[config.mk]
export PLATFORM = sky130hd
export DESIGN_NAME = sfx_sequencer
export DESIGN_NICKNAME = d
export VERILOG_FILES = /design/src/rtl/sfx_pkg.sv /design/src/rtl/sfx_tick_divider.sv /design/src/rtl/sfx_sequencer.sv
export SDC_FILE = /design/constraint.sdc
export NUM_CORES = 1
export LEC_CHECK = 0
export ABC_AREA = 1
export CAP_MARGIN = 20
export CORE_ASPECT_RATIO = 0.7
export CORE_MARGIN = 4
export CORE_UTILIZATION = 35
export DETAILED_ROUTE_END_ITERATION = 8
export PLACE_DENSITY_LB_ADDON = 0.25
export SLEW_MARGIN = 20
export SYNTH_ARGS = -nofsm -noshare
export SYNTH_HDL_FRONTEND = slang
export SYNTH_SLANG_ARGS = --single-unit
[constraint.sdc]
create_clock -name clk -period 2.4 [get_ports clk]
set_input_delay 0.24 -clock clk [delete_from_list [all_inputs] [get_ports clk]]
set_output_delay 0.24 -clock clk [all_outputs]
set_load 0.005 [all_outputs]
[src/rtl/sfx_pkg.sv]
// ============================================================================
//  Module   : sfx_pkg
//  Purpose  : Shared effect IDs, sequencer state encoding and note ROM.
//  Revision : 1.0  initial release
// ============================================================================
`default_nettype none

package sfx_pkg;

   localparam logic [1:0] SFX_NONE   = 2'd0;
   localparam logic [1:0] SFX_SHEEP  = 2'd1;
   localparam logic [1:0] SFX_SWORD  = 2'd2;
   localparam logic [1:0] SFX_PLAYER = 2'd3;

   typedef enum logic [1:0] {
      ST_IDLE = 2'd0,
      ST_PLAY = 2'd1,
      ST_GAP  = 2'd2
   } sfx_state_t;

   typedef struct packed {
      logic [7:0] per;
      logic [3:0] dur;
   } sfx_note_t;

   // A duration of zero marks the end of an effect.
   function automatic sfx_note_t sfx_note(input logic [1:0] effect_id,
                                          input logic [1:0] index);
      sfx_note_t n;
      n = '{per: 8'h00, dur: 4'd0};
      case ({effect_id, index})
         {SFX_SHEEP,  2'd0}: n = '{per: 8'h40, dur: 4'd3};
         {SFX_SHEEP,  2'd1}: n = '{per: 8'h30, dur: 4'd3};
         {SFX_SHEEP,  2'd2}: n = '{per: 8'h20, dur: 4'd3};
         {SFX_SWORD,  2'd0}: n = '{per: 8'h18, dur: 4'd2};
         {SFX_SWORD,  2'd1}: n = '{per: 8'h10, dur: 4'd2};
         {SFX_SWORD,  2'd2}: n = '{per: 8'h18, dur: 4'd2};
         {SFX_SWORD,  2'd3}: n = '{per: 8'h10, dur: 4'd2};
         {SFX_PLAYER, 2'd0}: n = '{per: 8'h80, dur: 4'd4};
         {SFX_PLAYER, 2'd1}: n = '{per: 8'hA0, dur: 4'd4};
         {SFX_PLAYER, 2'd2}: n = '{per: 8'hC0, dur: 4'd8};
         default:            n = '{per: 8'h00, dur: 4'd0};
      endcase
      return n;
   endfunction

endpackage

`default_nettype wire

[src/rtl/sfx_tick_divider.sv]
// ============================================================================
//  Module   : sfx_tick_divider
//  Purpose  : CLK_DIV prescaler; tick on count zero, gated by en, sync reload.
//  Revision : 1.0  initial release
// ============================================================================
`default_nettype none

module sfx_tick_divider #(
   parameter int CLK_DIV = 100000
) (
   input  logic clk,
   input  logic reset,
   input  logic en,
   input  logic reload,
   output logic tick
);

   localparam int            CW         = (CLK_DIV > 1) ? $clog2(CLK_DIV) : 1;
   localparam logic [CW-1:0] RELOAD_VAL = CW'(CLK_DIV - 1);

   logic [CW-1:0] cnt_q;
   logic [CW-1:0] cnt_d;

   always_comb begin
      cnt_d = cnt_q;
      tick  = 1'b0;
      if (reload) begin
         cnt_d = RELOAD_VAL;
      end else if (en) begin
         if (cnt_q == '0) begin
            tick  = 1'b1;
            cnt_d = RELOAD_VAL;
         end else begin
            cnt_d = cnt_q - 1'b1;
         end
      end
   end

   always_ff @(posedge clk) begin
      if (reset) begin
         cnt_q <= RELOAD_VAL;
      end else begin
         cnt_q <= cnt_d;
      end
   end

endmodule

`default_nettype wire

[src/rtl/sfx_sequencer.sv]
// ============================================================================
//  Module   : sfx_sequencer
//  Purpose  : Turns collision edges into multi-note sound effects for the
//             sawtooth/PWM audio stage (period, decaying volume, gate).
//  Revision : 1.0  initial release
// ============================================================================
`default_nettype none

module sfx_sequencer
   import sfx_pkg::*;
#(
   parameter int CLK_DIV     = 100000,
   parameter int PERIOD_BITS = 8
) (
   input  logic                   clk,
   input  logic                   reset,
   input  logic                   sheep_hit,
   input  logic                   sword_hit,
   input  logic                   player_hit,
   output logic [PERIOD_BITS-1:0] period,
   output logic [3:0]             volume,
   output logic                   gate,
   output logic                   busy,
   output logic [1:0]             effect_id
);

   logic [2:0]             hit_q,       hit_d;
   sfx_state_t             state_q,     state_d;
   logic [1:0]             idx_q,       idx_d;
   logic [3:0]             rem_q,       rem_d;
   logic [3:0]             volume_q,    volume_d;
   logic                   gate_q,      gate_d;
   logic                   busy_q,      busy_d;
   logic [1:0]             effect_id_q, effect_id_d;
   logic [PERIOD_BITS-1:0] period_q,    period_d;

   logic                   tick;
   logic [2:0]             ev;
   logic [1:0]             ev_id;
   logic                   start;
   sfx_note_t              start_note;
   sfx_note_t              next_note;
   logic [PERIOD_BITS-1:0] start_per;
   logic [PERIOD_BITS-1:0] next_per;

   // Bit order: [2] player, [1] sword, [0] sheep.
   assign hit_d = {player_hit, sword_hit, sheep_hit};
   assign ev    = hit_d & ~hit_q;
   assign ev_id = ev[2] ? SFX_PLAYER :
                  ev[1] ? SFX_SWORD  :
                  ev[0] ? SFX_SHEEP  : SFX_NONE;
   assign start = (ev_id != SFX_NONE) && (ev_id >= effect_id_q);

   assign start_note = sfx_note(ev_id, 2'd0);
   assign next_note  = sfx_note(effect_id_q, idx_q + 2'd1);

   generate
      if (PERIOD_BITS >= 8) begin : g_per_zext
         assign start_per = PERIOD_BITS'(start_note.per);
         assign next_per  = PERIOD_BITS'(next_note.per);
      end else begin : g_per_msb
         assign start_per = start_note.per[7 -: PERIOD_BITS];
         assign next_per  = next_note.per[7 -: PERIOD_BITS];
      end
   endgenerate

   sfx_tick_divider #(
      .CLK_DIV (CLK_DIV)
   ) u_tick_divider (
      .clk    (clk),
      .reset  (reset),
      .en     (busy_q),
      .reload (start),
      .tick   (tick)
   );

   always_comb begin
      state_d     = state_q;
      idx_d       = idx_q;
      rem_d       = rem_q;
      volume_d    = volume_q;
      gate_d      = gate_q;
      busy_d      = busy_q;
      effect_id_d = effect_id_q;
      period_d    = period_q;

      // A start overrides whatever the tick would have done this cycle.
      if (start) begin
         state_d     = ST_PLAY;
         idx_d       = 2'd0;
         rem_d       = start_note.dur;
         period_d    = start_per;
         volume_d    = 4'd15;
         gate_d      = 1'b1;
         busy_d      = 1'b1;
         effect_id_d = ev_id;
      end else if (tick) begin
         case (state_q)
            ST_PLAY: begin
               volume_d = (volume_q == 4'd0) ? 4'd0 : volume_q - 4'd1;
               if (rem_q > 4'd1) begin
                  rem_d = rem_q - 4'd1;
               end else begin
                  state_d  = ST_GAP;
                  gate_d   = 1'b0;
                  volume_d = 4'd0;
               end
            end
            ST_GAP: begin
               idx_d = idx_q + 2'd1;
               if ((idx_q == 2'd3) || (next_note.dur == 4'd0)) begin
                  state_d     = ST_IDLE;
                  busy_d      = 1'b0;
                  effect_id_d = SFX_NONE;
               end else begin
                  state_d  = ST_PLAY;
                  period_d = next_per;
                  volume_d = 4'd15;
                  gate_d   = 1'b1;
                  rem_d    = next_note.dur;
               end
            end
            default: begin
               state_d = ST_IDLE;
            end
         endcase
      end
   end

   always_ff @(posedge clk) begin
      if (reset) begin
         hit_q       <= '0;
         state_q     <= ST_IDLE;
         idx_q       <= 2'd0;
         rem_q       <= 4'd0;
         volume_q    <= 4'd0;
         gate_q      <= 1'b0;
         busy_q      <= 1'b0;
         effect_id_q <= SFX_NONE;
         period_q    <= '0;
      end else begin
         hit_q       <= hit_d;
         state_q     <= state_d;
         idx_q       <= idx_d;
         rem_q       <= rem_d;
         volume_q    <= volume_d;
         gate_q      <= gate_d;
         busy_q      <= busy_d;
         effect_id_q <= effect_id_d;
         period_q    <= period_d;
      end
   end

   assign period    = period_q;
   assign volume    = volume_q;
   assign gate      = gate_q;
   assign busy      = busy_q;
   assign effect_id = effect_id_q;

endmodule

`default_nettype wire

==> flow_metrics.tcl <==
set metrics [dict create \
    routedWlPerCell_um 10.90 \
    path_class "primary input to flip-flop" \
    postLayoutCoreUtil 0.4426 \
    via_per_inst 4.493 \
    track_usage 0.1305 \
    drc 0 \
    outcome "complete, no violations" \
    rsz0062_at_grt "false" \
    p_leak_nw 1.334 \
    final_antenna_net_count 0 \
    cp-end-kind "flip-flop" \
    fillCellCount 715 \
    n_antenna_cell 0 \
    fin_ws_ps 218.6 \
    multi_input_area_um2 1456 \
    final_max_slew_viol_count 0 \
    arrival_ps 2370 \
    p_total_mw 2.102 \
    grt_start_max_net_pins 13 \
    antenna_found_initial 0 \
    dpl.hpwl_um 4298 \
    async_reset_ff_frac 0 \
    seq_area_frac_synth 0.3267 \
    numCtsBuffers 5 \
    cts_root_buf "clkbuf_8" \
    start_kind "primary input" \
    ctsHoldBuffers 0 \
    htree_levels 2 \
    period_share 0.9089 \
    grt_pass1_vias 1952 \
    avgSynthCellArea_um2 7.057 \
    cts_buffer_depth 2 \
    syn-instance-count 356 \
    synth_top_area_cell "dfxtp_1" \
    synth_common_cells "nand2_1, nor2_1, inv_1" \
    vias 2197 \
    cts.sink_count 41 \
    clock.fmax_mhz 458.4 \
    slowest_stage "clkdlybuf4s50_1" \
    vdd_drop_max_mv 0.2694 \
    die_area_um2 8619 \
    cp.required_ps 2590 \
    yosysWarnings 0 \
    setup_tns_ps 0 \
    period_needed_ps 2181 \
    ys_ff_latch 41 \
    ys.flop_type "dfxtp_1" \
    num_rows 25 \
    grt_pass1_wl_um 8859 \
    synth_edf_count 0 \
    die_w_um 109.3 \
    cp_num_buf_inv 6 \
    drive_gt1_frac 0.1494 \
    initial_core_util 0.3668 \
    power_density_nw_per_um2 693.5 \
    post-route-cell-area_um2 3032 \
    syn-cell-area_um2 2512 \
    pin_count 21 \
    hold_viol 0 \
    routed_wl_um 5331 \
    min_path_type "flip-flop to flip-flop" \
    slew_headroom 0.6595 \
    final_nets 417 \
    cts_tree "yes" \
    yosys-top-cells-area "dfxtp_1, nand2_1, ha_1" \
    seqCellArea_um2 820.8 \
    place_area_um2 2943 \
    drt-pass1-iter-count 4 \
    clk_pin_slew_ps 80 \
    core_um2 6850 \
    crit_family "buffers and inverters" \
    place.gp.congestion 0.9064 \
    dp_slack_ps -142.6 \
    slowest_delay_ps 450 \
    area_growth_pct 20.67 \
    die_height_um 78.89 \
    fin_skew_ps 8.652 \
    path_max_fanout 6 \
    drt_iter0_drc 122 \
    worstMarginPinSlew_ps 509.1 \
    cp_cell_sequence "clkdlybuf4s50_1 > inv_1 > o31ai_2 > inv_1 > ha_1 > o21ai_1 > nand2_1 > nand2_4 > buf_12 > nand2_8 > nor2_1 > buf_4 > buf_4 > nand3_1" \
    yosysMostFrequentCell "nand2_1" \
    insertion_delay_ps 290 \
    finalSetupViolations 0 \
    synth_cell_types 32 \
    overflow 0 \
    yosys.area.top_type_share 0.3267 \
    portBuffers 17 \
    maxCapViolCount 0 \
]
## power breakdown
| group | internal (mW) | switching, mW |
|---|---|---|
| Sequential | 0.754 | 0.0559 |
| Clock | 0.202 | 0.238 |
| Combinational | 0.387 | 0.467 |
| Total | 1.34 | 0.760 |
## cell type report
type / count / share of cell area
multi-input cells: 255 / 0.4804
flip-flops and latches: 41 / 0.2707
repair buffers: 38 / 0.1164
inverters: 54 / 0.06686
well taps: 94 / 0.03879
clock buffers: 6 / 0.02394
clock inverters: 1 / 0.002889
## timing repair
item | 4_1_cts | 5_1_grt
gates resized for setup | 0 | 3
buffers inserted | 0 | 0
hold endpoints to repair | 0 | 0
setup endpoints to repair | 0 | 8
## routing by layer
metal  global-route usage  up-vias  part of all wire
met1               0.2024      948              0.56
li1                     -     1191                 -
met2               0.1734       53              0.36
met5                    0        -                 0
met3              0.03331        5             0.068
met4              0.03736        0            0.0090
## worst reg2reg max path, stage by stage (launching register included)
cell	delay (ps)
dfxtp_1	310
nor2_1	60
o31ai_2	210
inv_1	90
ha_1	280
o21ai_1	130
nand2_1	100
nand2_4	120
buf_12	130
nand2_8	60
nor2_1	90
buf_4	160
buf_4	120
nand3_1	70
## per-stage QoR
step	cells	hold slack [ps]
after floorplan	358	364.9
after global placement	482	453.2
after detailed placement	482	455.5
after CTS	489	468.4
after global routing	489	492.2
final	489	466.4
## cell usage in the layout, fill, tap and decap left out, types with 5 or more instances in the layout
| master | n |
|---|---|
| nand4_1 | 5 |
| inv_1 | 48 |
| o21ai_0 | 21 |
| nand2_2 | 5 |
| buf_4 | 19 |
| inv_2 | 6 |
| dfxtp_1 | 41 |
| nor2_1 | 54 |
| nand2_1 | 66 |
| clkdlybuf4s50_1 | 17 |
| ha_1 | 17 |
| clkbuf_8 | 5 |
| a21oi_1 | 13 |
| xor2_1 | 9 |
| nor3_1 | 6 |
| nand3_1 | 22 |
| nor2_2 | 7 |
## sequential cells by signal, indices dropped and copies added, names as in the netlist
signal	flops
gate	1
u_tick_divider.cnt_q	17
effect_id	2
volume	4
hit_q	3
period	5
rem_q	4
state_q	2
busy	1
idx_q	2
## logic make-up (layout without fill, tap and decap cells)
| group | Yosys count | count (layout) | share of synthesized area |
|---|---|---|---|
| adders and majority gates | 17 | 17 | 0.08466 |
| and+or+nand+nor | 180 | 180 | 0.3551 |
| other | 1 | 3 | 0.001493 |
| AOI/OAI and AO/OA | 42 | 42 | 0.08715 |
| buffers and inverters | 62 | 99 | 0.09960 |
| DFF | 41 | 41 | 0.3267 |
| xor gates and xnor gates | 13 | 13 | 0.04532 |
## final timing paths
check / startpoint / to / slack (ps) / depth (start not counted)
worst max register to register: hit_q[1]$_SDFF_PP0_ / u_tick_divider.cnt_q[10]$_SDFFE_PP1P_ / 360 / 13
worst min-delay path: period[6]$_SDFFE_PP0P_ / period[6]$_SDFFE_PP0P_ / 470 / 2
worst min register to register: period[6]$_SDFFE_PP0P_ / period[6]$_SDFFE_PP0P_ / 470 / 2
worst max-delay path: sheep_hit / u_tick_divider.cnt_q[10]$_SDFFE_PP1P_ / 220 / 14
(Power assumes the default switching activity.)
